==> src/rtl/serial_demux_1to2_pkg.sv <==
// ---------------------------------------------------------------------------
// serial_demux_1to2_pkg
//   Shared definitions for the 1:2 serial demultiplexer:
//     - lock FSM state type (HUNT / VERIFY / LOCKED)
//     - default lane width and lane-0 sync word
//   Imported by serial_demux_1to2 and demux_deinterleave.
// ---------------------------------------------------------------------------
package serial_demux_1to2_pkg;

  // Encoding kept identical to the legacy defines; the unused code 2'd3
  // is treated as HUNT by the FSM's default branch.
  typedef enum logic [1:0] {
    ST_HUNT   = 2'd0,
    ST_VERIFY = 2'd1,
    ST_LOCKED = 2'd2
  } state_t;

  localparam int unsigned WORD_W_DEFAULT   = 8;
  localparam logic [7:0]  SYNC_PAT_DEFAULT = 8'hBC;

endpackage : serial_demux_1to2_pkg

==> src/rtl/demux_deinterleave.sv <==
// ---------------------------------------------------------------------------
// demux_deinterleave
//   Combinational de-interleave of a 2*WORD_W-bit raw window into two lane
//   words, plus the sync-pair detector.
//   The window is a shift register fed LSB-first in time, so the oldest bit
//   sits in the MSB. Stream bit 0 (even) is lane-0's MSB, bit 1 (odd) is
//   lane-1's MSB, and so on.
//
//   Ports
//     i_win         in   2*WORD_W  raw window, oldest bit in MSB
//     o_lane0       out  WORD_W    even stream positions (D0 side)
//     o_lane1       out  WORD_W    odd stream positions  (D1 side)
//     o_sync_match  out  1         lane0 == SYNC_PAT and lane1 == ~SYNC_PAT
// ---------------------------------------------------------------------------
module demux_deinterleave
  import serial_demux_1to2_pkg::*;
#(
  parameter int unsigned       WORD_W   = WORD_W_DEFAULT,
  parameter logic [WORD_W-1:0] SYNC_PAT = WORD_W'(SYNC_PAT_DEFAULT)
) (
  input  logic [2*WORD_W-1:0] i_win,
  output logic [WORD_W-1:0]   o_lane0,
  output logic [WORD_W-1:0]   o_lane1,
  output logic                o_sync_match
);

  always_comb begin
    o_lane0 = '0;
    o_lane1 = '0;
    for (int unsigned k = 0; k < WORD_W; k++) begin
      // Window bit 2k+1 is older than 2k, so it is the even (lane-0) slot.
      o_lane0[k] = i_win[2*k+1];
      o_lane1[k] = i_win[2*k];
    end
  end

  assign o_sync_match = (o_lane0 == SYNC_PAT) && (o_lane1 == ~SYNC_PAT);

endmodule : demux_deinterleave

==> src/rtl/serial_demux_1to2.sv <==
// ---------------------------------------------------------------------------
// serial_demux_1to2
//   Receive side of the balanced 2:1 output mux. Recovers two WORD_W-bit
//   lanes from one bit-interleaved serial stream (even bits lane 0, odd bits
//   lane 1, MSB first). Alignment is found by a bit-slip search for a sync
//   pair (SYNC_PAT / ~SYNC_PAT), confirmed over SYNC_NEED consecutive pairs,
//   and dropped after SYNC_TMO data pairs without a sync pair.
//
//   Ports
//     clk         in   1       rising-edge clock
//     rst         in   1       asynchronous, active-high reset
//     din         in   1       interleaved serial bit
//     din_en      in   1       din valid; when low all state holds
//     dout0       out  WORD_W  recovered lane-0 word (holds between strobes)
//     dout1       out  WORD_W  recovered lane-1 word (holds between strobes)
//     dout_valid  out  1       strobe: new data pair on dout0/dout1
//     sync_seen   out  1       strobe: sync pair absorbed while locked
//     locked      out  1       high while in LOCKED
//     lock_lost   out  1       strobe on LOCKED -> HUNT
// ---------------------------------------------------------------------------
module serial_demux_1to2
  import serial_demux_1to2_pkg::*;
#(
  parameter int unsigned       WORD_W    = WORD_W_DEFAULT,
  parameter logic [WORD_W-1:0] SYNC_PAT  = WORD_W'(SYNC_PAT_DEFAULT),
  parameter int unsigned       SYNC_NEED = 4,
  parameter int unsigned       SYNC_TMO  = 64
) (
  input  logic              clk,
  input  logic              rst,
  input  logic              din,
  input  logic              din_en,
  output logic [WORD_W-1:0] dout0,
  output logic [WORD_W-1:0] dout1,
  output logic              dout_valid,
  output logic              sync_seen,
  output logic              locked,
  output logic              lock_lost
);

  localparam int unsigned WIN_W  = 2 * WORD_W;
  localparam int unsigned BIT_W  = $clog2(WIN_W);
  localparam int unsigned TMO_W  = $clog2(SYNC_TMO + 1);
  localparam int unsigned GOOD_W = $clog2(SYNC_NEED + 1);

  localparam logic [BIT_W-1:0]  BIT_LAST  = BIT_W'(WIN_W - 1);
  localparam logic [TMO_W-1:0]  TMO_LAST  = TMO_W'(SYNC_TMO - 1);
  localparam logic [GOOD_W-1:0] GOOD_LAST = GOOD_W'(SYNC_NEED - 1);

  // The oldest window bit falls out on the next shift and is never read, so
  // only 2*WORD_W-1 bits of history are stored; the full post-shift window
  // is {history, din}.
  logic [WIN_W-2:0]  r_hist;
  logic [WIN_W-1:0]  w_win_next;
  logic [BIT_W-1:0]  r_bitcnt;
  logic [TMO_W-1:0]  r_tmo;
  logic [GOOD_W-1:0] r_goodcnt;
  state_t            r_state;

  logic [WORD_W-1:0] r_dout0;
  logic [WORD_W-1:0] r_dout1;
  logic              r_dout_valid;
  logic              r_sync_seen;
  logic              r_locked;
  logic              r_lock_lost;

  logic [WORD_W-1:0] w_lane0;
  logic [WORD_W-1:0] w_lane1;
  logic              w_match;
  logic              w_boundary;

  assign w_win_next = {r_hist, din};
  assign w_boundary = (r_bitcnt == BIT_LAST);

  demux_deinterleave #(
    .WORD_W   (WORD_W),
    .SYNC_PAT (SYNC_PAT)
  ) u_deint (
    .i_win        (w_win_next),
    .o_lane0      (w_lane0),
    .o_lane1      (w_lane1),
    .o_sync_match (w_match)
  );

  always_ff @(posedge clk or posedge rst) begin
    if (rst) begin
      r_hist       <= '0;
      r_bitcnt     <= '0;
      r_tmo        <= '0;
      r_goodcnt    <= '0;
      r_state      <= ST_HUNT;
      r_dout0      <= '0;
      r_dout1      <= '0;
      r_dout_valid <= 1'b0;
      r_sync_seen  <= 1'b0;
      r_locked     <= 1'b0;
      r_lock_lost  <= 1'b0;
    end else begin
      // Strobes are single-cycle; any enabled event below re-raises them.
      r_dout_valid <= 1'b0;
      r_sync_seen  <= 1'b0;
      r_lock_lost  <= 1'b0;

      if (din_en) begin
        r_hist   <= w_win_next[WIN_W-2:0];
        r_bitcnt <= w_boundary ? '0 : r_bitcnt + 1'b1;

        case (r_state)
          ST_VERIFY: begin
            if (w_boundary) begin
              if (w_match) begin
                if (r_goodcnt == GOOD_LAST) begin
                  r_state   <= ST_LOCKED;
                  r_locked  <= 1'b1;
                  r_goodcnt <= '0;
                  r_tmo     <= '0;
                end else begin
                  r_goodcnt <= r_goodcnt + 1'b1;
                end
              end else begin
                r_state   <= ST_HUNT;
                r_goodcnt <= '0;
              end
            end
          end

          ST_LOCKED: begin
            if (w_boundary) begin
              if (w_match) begin
                r_sync_seen <= 1'b1;
                r_tmo       <= '0;
              end else begin
                // The pair that hits the timeout is still delivered.
                r_dout0      <= w_lane0;
                r_dout1      <= w_lane1;
                r_dout_valid <= 1'b1;
                if (r_tmo == TMO_LAST) begin
                  r_state     <= ST_HUNT;
                  r_locked    <= 1'b0;
                  r_lock_lost <= 1'b1;
                  r_tmo       <= '0;
                end else begin
                  r_tmo <= r_tmo + 1'b1;
                end
              end
            end
          end

          default: begin
            // HUNT (and the unused code): bit-slip search on every bit.
            r_state <= ST_HUNT;
            if (w_match) begin
              r_state   <= ST_VERIFY;
              r_bitcnt  <= '0;
              r_goodcnt <= GOOD_W'(1);
            end
          end
        endcase
      end
    end
  end

  assign dout0      = r_dout0;
  assign dout1      = r_dout1;
  assign dout_valid = r_dout_valid;
  assign sync_seen  = r_sync_seen;
  assign locked     = r_locked;
  assign lock_lost  = r_lock_lost;

endmodule : serial_demux_1to2

==> config.mk <==
export PLATFORM = sky130hd
export DESIGN_NAME = serial_demux_1to2
export DESIGN_NICKNAME = d
export VERILOG_FILES = /design/src/rtl/serial_demux_1to2_pkg.sv /design/src/rtl/demux_deinterleave.sv /design/src/rtl/serial_demux_1to2.sv
export SDC_FILE = /design/constraint.sdc
export NUM_CORES = 1
export LEC_CHECK = 0
export CORE_ASPECT_RATIO = 0.6
export CORE_MARGIN = 2
export CORE_UTILIZATION = 30
export CTS_BUF_LIST = sky130_fd_sc_hd__clkbuf_4 sky130_fd_sc_hd__clkbuf_8
export DETAILED_ROUTE_END_ITERATION = 10
export GPL_TIMING_DRIVEN = 0
export PLACE_DENSITY = 0.57
export SLEW_MARGIN = 20
export SYNTH_ARGS = -nofsm -noshare
export SYNTH_HDL_FRONTEND = slang
export SYNTH_SLANG_ARGS = --single-unit
==> constraint.sdc <==
create_clock -name clk -period 4.9 [get_ports clk]
set_clock_uncertainty 0.2 [all_clocks]
set_input_delay 0.98 -clock clk [delete_from_list [all_inputs] [get_ports clk]]
set_output_delay 0.98 -clock clk [all_outputs]
set_load 0.01 [all_outputs]
Yosys cells after proc, flatten, opt, wreduce, memory -nomap -nowiden
Index checks and enable logic that the tools add are counted.
{"block": "classes", "shift": 0, "reduce_logical": 9, "eq_ne": 14, "muxes": 43, "n_lt_le_gt_ge": 0, "n_mul": 0, "bitwise_logic": 2, "div_mod_pow": 0, "addsub": 3}
{"op": "$mux W7", "count": 6}
{"op": "$mux W1", "count": 20}
{"op": "$pmux W7 S2", "count": 1}
{"op": "$mux W2", "count": 6}
{"op": "$mux W3", "count": 4}
{"op": "$mux W4", "count": 3}
{"op": "$reduce_and A6 Y1", "count": 2}
{"op": "$ne A2 B2 Y1 const B", "count": 5}
{"op": "$eq A8 B7 Y1 const B", "count": 1}
{"op": "$eq A8 B8 Y1 const B", "count": 1}
{"op": "$reduce_and A4 Y1", "count": 2}
{"op": "$reduce_and A8 Y1", "count": 1}
{"op": "$add A7 B1 Y7 const B", "count": 1}
{"op": "$eq A7 B6 Y1 const B", "count": 1}
{"op": "$pmux W3 S2", "count": 1}
{"op": "$add A4 B1 Y4 const B", "count": 1}
{"op": "$eq A4 B4 Y1 const B", "count": 1}
{"op": "$pmux W2 S2", "count": 1}
{"op": "$reduce_bool A2 Y1", "count": 2}
{"op": "$add A3 B1 Y3 const B", "count": 1}
{"op": "$eq A3 B2 Y1 const B", "count": 1}
{"op": "$ne A3 B3 Y1 const B", "count": 1}
{"op": "$eq A2 B1 Y1 const B", "count": 1}
{"op": "$eq A2 B2 Y1 const B", "count": 1}
{"op": "5 further kinds", "count": 6}
{"block": "totals", "romBits": 0, "latch_bits": 0, "mem_count": 0, "register_bits": 51, "wordCells": 82, "ram_bits": 0, "out_inout_bits": 20, "input_bits": 4}

Depth between registers and ports, before layout
Gate-level depths: netlist of run 1.
{"block": "logic_depth", "ltp_word": 6, "ltp_mapped": 7}

By module
Synthesis of run 1 repeated with hierarchy kept, for this count alone.
{"block": "hier_totals", "hier_cells": 194, "area_unflattened_um2": 2421.1}
{"module": "serial_demux_1to2", "seq_area_each_um2": 1276.2, "cells_per_inst": 173, "n_inst": 1, "area_per_inst_um2": 2247.2}
{"module": "demux_deinterleave", "seq_area_each_um2": 0.0, "cells_per_inst": 21, "n_inst": 1, "area_per_inst_um2": 173.9}

Worst setup path before layout of run 1
OpenSTA, ideal clock, no wires.
{"block": "synth_path", "path_kind": "input to register", "startpoint": "input port din", "endpoint": "register r_dout1[0], in the netlist dout1[0]", "arrival_time_ns": 2.177, "slack_ns": 2.398, "cell_stages": 6, "n_path_buf": 2, "setup_time_ns": 0.125, "required_ns": 4.575, "cell_sequence": "and4b_1 -> and4_1 -> buf_6 -> nor2_4 -> buf_4 -> mux2_2"}
{"block": "synth_between", "elab_chain_cells": 4}
{"item": "start, declared", "line": "serial_demux_1to2.sv:31", "text": "input logic din,"}
{"item": "$eq A8 B7 Y1", "line": "demux_deinterleave.sv:37", "text": "assign o_sync_match = (o_lane0 == SYNC_PAT) && (o_lane1 == ~SYNC_PAT);"}
{"item": "$logic_and A1 B1 Y1", "line": "demux_deinterleave.sv:37"}
{"item": "$not A1 Y1 (no line)"}
{"item": "$reduce_and A4 Y1 (no line)"}
{"item": "end signal, assigned", "line": "serial_demux_1to2.sv:135", "text": "r_dout1 <= w_lane1;"}
{"item": "end, declared", "line": "serial_demux_1to2.sv:61", "text": "logic [WORD_W-1:0] r_dout1;"}
Several ways; a longest one is shown, not always the timed one.
A chain may end at the register's enable or synchronous reset.

Final worst setup path of run 1
{"block": "layout_path", "startpoint": "input port din", "endpoint": "register r_dout0[0], in the netlist dout0[0]"}
{"block": "layout_between", "elab_chain_cells": 4}
{"item": "$eq A8 B7 Y1", "line": "demux_deinterleave.sv:37"}
{"item": "$logic_and A1 B1 Y1", "line": "demux_deinterleave.sv:37"}
{"item": "$not A1 Y1 (no line)"}
{"item": "$reduce_and A4 Y1 (no line)"}
{"item": "end signal, assigned", "line": "serial_demux_1to2.sv:134", "text": "r_dout0 <= w_lane0;"}
{"item": "end, declared", "line": "serial_demux_1to2.sv:60", "text": "logic [WORD_W-1:0] r_dout0;"}
Every way passes these cells.

==> results.cfg, run 1 <==
[run_status]
status = complete, no violations

[global_route]
track_usage = 0.1244
antenna_found_initial = 0
grt_pass1_vias = 1555
overflow = 0
grt_max_degree = 52
grt_pass1_wl_mm = 8.266

[setup_path]
worst-r2r-cell-count = 6
r2r_end = dout0[0]$_DFFE_PP0P_
critPathKind = input port to flop
critPathRequiredTime_ns = 4.89
reg2reg_setup_slack_ns = 2.59
start_kind = input port
crit_fanout = 10
crit_arrival_ns = 2.89
r2r-start = r_state[0]$_DFFE_PP0P_
critical_path.endpoint_type = flop

[yosys]
synth_seq_area_share = 0.5475
syn-cell-area_um2 = 2331
synth_edf_count = 0
ys_warn_count = 0
avgSynthCellArea_um2 = 12.47
syn_nets = 196
synthArstFlopShare = 1.000
yosys_register_bits = 51
netlist-cell-type-count = 43
postSynthCellCount = 187
synth-main-ff-cell = dfrtp_1

[die]
fp.dieW_um = 117.8
std_cell_rows = 24
initial_core_util = 0.3155
dieHeight_um = 72.28
dieArea_um2 = 8514
io_pins = 24
core_area_um2 = 7387

[timing]
slew_viol_final = 0
max_freq_ghz = 0.3451
grt_setup_unrepaired = false
slew_headroom = 0.5832
min_period_over_period = 0.5913
fin_crit_ns = 2.897
report.final.hold_viol_count = 0
fin_setup_tns_ns = 0
finalSetupViolCount = 0
worst_pin_slew_ns = 0.6252

[hold_path]
worstHoldPathCells = 1
worstHoldPathType = flop to flop
min_to = r_goodcnt[2]$_DFFE_PP0P_
hold_start = r_goodcnt[2]$_DFFE_PP0P_

[pwr]
total_power_mw = 1.193
swShare = 0.2914
vdd_drop_max_uv = 189.4
seq_power_share = 0.530
power.leakage_nw = 1.216
pwr-share-clk = 0.201
comb_power_share = 0.269
intPower_mw = 0.8454
p_switching_mw = 0.3476
p_per_area_nw_per_um2 = 431.3

[drt]
wl_per_cell_um = 14.39
ant_nets = 0
dr.pass1.iters = 4
via_per_inst = 4.816
wl_mm = 4.604
num_vias = 1541
drc = 0
drt_iter0_drc = 118

[cts]
post_cts_resize_count = 0
cts_max_level = 2
post-cts-setup-buffers = 0
clk_pin_slew_ns = 0.09
hold_buffers = 0
tritoncts = yes
clockBufferDepth = 2
numClockSinks = 51
cts_buffers = 5
clock-root-buffer = clkbuf_8
clk_latency_ns = 0.30

[placement]
postPlaceCellArea_um2 = 2684
port-buffer-count = 22
dp_hpwl_mm = 3.289
gp_congestion = 0.7574

[layout]
final_common_cell = dfrtp_1
drive_above_1_share = 0.2361
diodes = 0
nets = 225
layout_common_cells = dfrtp_1, mux2_2, clkdlybuf4s50_1
postLayoutCoreUtil = 0.3745
syn_to_final_growth_pct = 18.68
finish.instance_area_um2 = 2766

[job]
cap_viol_max_count = 0
## power groups by stage
stage / sequential (mW) / combinational, mW / clock (mW)
after global routing: 0.656 / 0.350 / 0.270
after CTS: 0.635 / 0.326 / 0.249
after detailed placement: 0.643 / 0.323 / 0
after floorplan: 0.643 / 0.162 / 0
after global placement: 0.643 / 0.317 / 0
final: 0.632 / 0.321 / 0.240
## cell type report
type                            count  area [um2]
Buffer                              7       38.79
Multi-Input combinational cell    121       985.9
Sequential cell                    51        1276
Tap cell                          104       130.1
Clock buffer                        5       68.82
Inverter                            8       32.53
Clock inverter                      2       13.76
Timing Repair Buffer               22       220.2
Fill cell                         771        4621
## synthesized netlist by cell type, types with 2 or more instances
library cell | n | area share
a21oi_1 | 4 | 0.0086
ha_1 | 5 | 0.027
and3_1 | 4 | 0.011
a21o_1 | 3 | 0.0097
nor3b_1 | 2 | 0.0064
mux2_2 | 32 | 0.15
a221o_1 | 2 | 0.0086
nand2b_1 | 5 | 0.013
mux2i_1 | 3 | 0.013
inv_1 | 8 | 0.013
o21ai_0 | 8 | 0.017
clkbuf_1 | 4 | 0.0064
and4bb_2 | 2 | 0.011
nand3_1 | 8 | 0.017
dfrtp_1 | 51 | 0.55
nand2_1 | 7 | 0.011
nor2_1 | 8 | 0.013
nor3_1 | 3 | 0.0064
a31oi_1 | 3 | 0.0081
a2bb2oi_1 | 2 | 0.0075
## critical path, cell delays in order
cell             delay [ns]
clkdlybuf4s50_1        0.45
and4b_1                0.23
and4_1                 0.21
buf_6                  0.15
nor2_4                 0.26
buf_4                  0.26
mux2_2                 0.35
## metal layers
layer  share of wire  vias up  GRT usage
li1                -      747          -
met1            0.56      758     0.1997
met2            0.37       31     0.1576
met3           0.054        5    0.03145
met4           0.010        0    0.04016
met5               0        -          0
## how the worst max path moves through the flow
stage | start | end | slack [ns] | cells after the start
global route | din | dout0[1]$_DFFE_PP0P_ | 1.90 | 7
detailed placement | din | dout1[6]$_DFFE_PP0P_ | 1.66 | 7
global placement | rst | dout_valid$_DFF_PP0_ | 1.41 | 2
floorplan | din | dout1[0]$_DFFE_PP0P_ | 2.40 | 6
finish | din | dout0[0]$_DFFE_PP0P_ | 2.00 | 7
CTS | din | dout0[0]$_DFFE_PP0P_ | 1.99 | 7
## stage by stage
step / setup slack (ns) / hold slack [ns] / instances
final: 2.003 / 0.2831 / 320
after global routing: 1.900 / 0.3259 / 320
after detailed placement: 1.664 / 0.2672 / 313
after floorplan: 2.398 / 0.2486 / 187
after global placement: 1.413 / 0.2618 / 313
after CTS: 1.986 / 0.2882 / 320
## registers in the layout, indices dropped and copies added, names as in the netlist
signal      cells
sync_seen       1
r_state         2
lock_lost       1
dout0           8
r_tmo           7
dout_valid      1
r_hist         15
locked          1
dout1           8
r_goodcnt       3
r_bitcnt        4
## cells by family after synthesis
group           count (synthesis)  share of synthesized area
flops                          51                     0.5475
simple gates                   49                     0.1299
mux                            35                     0.1675
compound gates                 32                    0.09878
buf+inv                        15                    0.02952
fa+ha+maj                       5                    0.02684
Note: power is estimated with default switching activity, not from simulation.
==> inputs of run 2 (changes only) <==
==> constraint.sdc (replaced) <==
create_clock -name clk -period 2.9 [get_ports clk]
set_clock_uncertainty 0.2 [all_clocks]
set_input_delay 0.58 -clock clk [delete_from_list [all_inputs] [get_ports clk]]
set_output_delay 0.58 -clock clk [all_outputs]
set_load 0.01 [all_outputs]
==> results of run 2 <==
The final DEF is identical to that of run 1. Status: complete, no violations.
Main changes from that run: setup slack after placement 1.664 ns -> 0.06393 ns; setup slack after layout 2.003 ns -> 0.4026 ns; register-to-register setup slack 2.59 ns -> 0.59 ns; total power 1.193 mW -> 2.016 mW; worst IR drop on VDD 189.4 uV -> 319.9 uV
==> inputs of run 3 (changes only) <==
--- a/config.mk
+++ b/config.mk
@@ -5,13 +5,15 @@
 export SDC_FILE = /design/constraint.sdc
 export NUM_CORES = 1
 export LEC_CHECK = 0
+export ABC_AREA = 1
 export CORE_ASPECT_RATIO = 0.6
 export CORE_MARGIN = 2
 export CORE_UTILIZATION = 30
 export CTS_BUF_LIST = sky130_fd_sc_hd__clkbuf_4 sky130_fd_sc_hd__clkbuf_8
 export DETAILED_ROUTE_END_ITERATION = 10
 export GPL_TIMING_DRIVEN = 0
-export PLACE_DENSITY = 0.57
+export PLACE_DENSITY = 0.56
+export SETUP_SLACK_MARGIN = 0.2
 export SLEW_MARGIN = 20
 export SYNTH_ARGS = -nofsm -noshare
 export SYNTH_HDL_FRONTEND = slang
==> run 3 against run 2 <==
  * Die area increased by 6.1%
  * Sequential power is 22% lower
  * Wire length increased by 17%
  * Maximum frequency grew 18%
  * Flip-flop and latch count unchanged
  * Final area rose by 6.7%
  * Register-to-register slack improved by 0.27 ns
  * Combinational power shrank 72%
  * Via count rose by 28%
  * Power decreased by 28%
  * Clock power grew 14%
  * Area after synthesis up 6.4%
  * Critical path type unchanged
==> results.cfg, run 3 <==
[setup_path]
crit_fanout = 10
reg2reg_setup_slack_ns = 0.86
cp-endpoint = dout1[2]$_DFFE_PP0P_
worst-r2r-cell-count = 9
critical_path.endpoint_type = flop
r2r_end = dout1[2]$_DFFE_PP0P_
critPathKind = input port to flop
crit_arrival_ns = 2.11
cp-startpoint = din
r2r-start = r_state[0]$_DFFE_PP0P_
start_kind = input port
critPathRequiredTime_ns = 2.89

[timing]
fin_ws_ns = 0.7839
min_period_over_period = 0.7297
worst_pin_slew_ns = 0.6636
grt_setup_unrepaired = false
max_freq_ghz = 0.4726
finalSetupViolCount = 0
report.final.hold_viol_count = 0
slew_headroom = 0.5576
slew_viol_final = 0
fin_setup_tns_ns = 0
holdWs_ns = 0.2726
fin_crit_ns = 2.116

[yosys]
muxShareOfSynthArea = 0
synth_area_leader_cell = dfrtp_1
syn-cell-area_um2 = 2480
synth_seq_area_share = 0.5146
synthArstFlopShare = 1.000
yosys.area_share.xor_xnor = 0.01060
ys_top_cells_by_area = dfrtp_1, nand2_1, nor2_1
syn_nets = 310
synth_edf_count = 0
yosys_register_bits = 51
netlist-cell-type-count = 26
avgSynthCellArea_um2 = 8.239
synth_common_cells = nand2_1, dfrtp_1, nor2_1
synth_fa_ha_area_frac = 0.02523
synth-simple-area-share = 0.3073
yosysMostFrequentCell = nand2_1
synth_top_area_share = 0.5146
synth_top_family_by_area = simple AND/OR/NAND/NOR gates
synth-main-ff-cell = dfrtp_1
synth-compound-area-share = 0.07770
postSynthCellCount = 301
ys_warn_count = 0

[global_route]
grt_pass1_wl_mm = 8.990
grt_pass1_vias = 1780
antenna_found_initial = 0
overflow = 0
grt_use_met3 = 0.03067
grt_max_degree = 52
busiest_layer = met1
grt_use_met2 = 0.1660
grtUsageMet1 = 0.2099
track_usage = 0.1283

[placement]
gp_congestion = 0.7902
dp_hpwl_mm = 4.010
pre_cts_ws_ns = 0.4587
port-buffer-count = 23

[drt]
drt_iter0_drc = 107
wl_per_cell_um = 12.28
dr.pass1.iters = 4
via_per_inst = 4.495
wl_mm = 5.401
ant_nets = 0
drc = 0
num_vias = 1978

[pwr]
vdd_drop_max_uv = 211.9
p_per_area_nw_per_um2 = 489.4
total_power_mw = 1.444
power.leakage_nw = 1.399

[die]
core_area_um2 = 7945
io_pins = 24
fp.dieW_um = 121.4
dieHeight_um = 74.43
initial_core_util = 0.3121
std_cell_rows = 25
dieArea_um2 = 9033

[layout]
top_register = r_hist
layout_common_cells = nand2_1, dfrtp_1, nor2_1
syn_to_final_growth_pct = 19.02
nets = 340
diodes = 0
largest_reg_flops = 15
final_common_cell = nand2_1
drive_above_1_share = 0.1145

[cts]
clk_latency_ns = 0.30
post-cts-setup-buffers = 0
tritoncts = yes
cts_max_level = 2
cts_buffers = 5
hold_buffers = 0
clockBufferDepth = 2
post_cts_resize_count = 0
numClockSinks = 51
clock-root-buffer = clkbuf_8
clk_pin_slew_ns = 0.09

[job]
cap_viol_max_count = 0

[run_status]
status = complete, no violations

[hold_path]
worstHoldPathType = flop to flop
-- run 3: cell count changes after synthesis, moves of 4 or more --
cell | previous run | this run
and3_1 | 4 | 0
nor2_1 | 8 | 28
mux2_2 | 32 | 0
nand4_1 | 1 | 6
nand2b_1 | 5 | 0
nand2_2 | 0 | 5
inv_1 | 8 | 23
o21ai_2 | 0 | 10
nand2_1 | 7 | 116
nand3_1 | 8 | 14
-- run 3: through the flow --
| step | utilization | instances | cell area (um2) |
|---|---|---|---|
| after global placement | 0.3581 | 432 | 2845 |
| final | 0.3715 | 440 | 2952 |
| after CTS | 0.3715 | 440 | 2952 |
| after floorplan | - | 301 | 2480 |
| after global routing | 0.3715 | 440 | 2952 |
| after detailed placement | 0.3584 | 432 | 2848 |
-- run 3: routing by layer --
layer / vias up / wire [um]
li1: 1010 / -
met1: 916 / 3130
met2: 47 / 1945
met3: 5 / 280
met4: 0 / 44
met5: - / 0
-- run 3: report_power, final --
| group | switching, mW | internal [mW] |
|---|---|---|
| Sequential | 0.0685 | 0.764 |
| Combinational | 0.0973 | 0.0542 |
| Clock | 0.232 | 0.228 |
-- run 3: area by class of cell --
class,count,area (um2)
clock buffers,8,103.9
fillers,831,4994
plain buffers,8,56.30
inverters,27,106.4
well taps,108,135.1
flip-flops and latches,51,1276
repair buffers,23,230.2
multi-input cells,215,1044
-- run 3: worst max-delay path, stage by stage --
cell	delay [ns]
clkdlybuf4s50_1	0.49
nand2_1	0.10
inv_1	0.04
nand2_1	0.12
nor2_4	0.05
nand2_2	0.11
nand2_2	0.09
nor2_4	0.18
inv_4	0.07
buf_6	0.15
nand2_1	0.07
o21ai_2	0.05
-- run 3: logic make-up after synthesis --
| kind of cell | after synthesis |
|---|---|
| compound gates | 28 |
| xor+xnor | 3 |
| fa+ha+maj | 5 |
| buf+inv | 35 |
| flops | 51 |
| simple gates | 179 |
-- run 3: worst min path at each step --
stage,slack [ns],cells past startpoint,endpoint,start
after CTS,0.28,2,dout1[4]$_DFFE_PP0P_,dout1[4]$_DFFE_PP0P_
final,0.27,2,dout1[4]$_DFFE_PP0P_,dout1[4]$_DFFE_PP0P_
after global routing,0.30,2,dout0[0]$_DFFE_PP0P_,dout0[0]$_DFFE_PP0P_
after detailed placement,0.26,2,dout1[4]$_DFFE_PP0P_,dout1[4]$_DFFE_PP0P_
after global placement,0.25,2,dout1[5]$_DFFE_PP0P_,dout1[5]$_DFFE_PP0P_
after floorplan,0.26,2,r_goodcnt[1]$_DFFE_PP0P_,r_goodcnt[1]$_DFFE_PP0P_
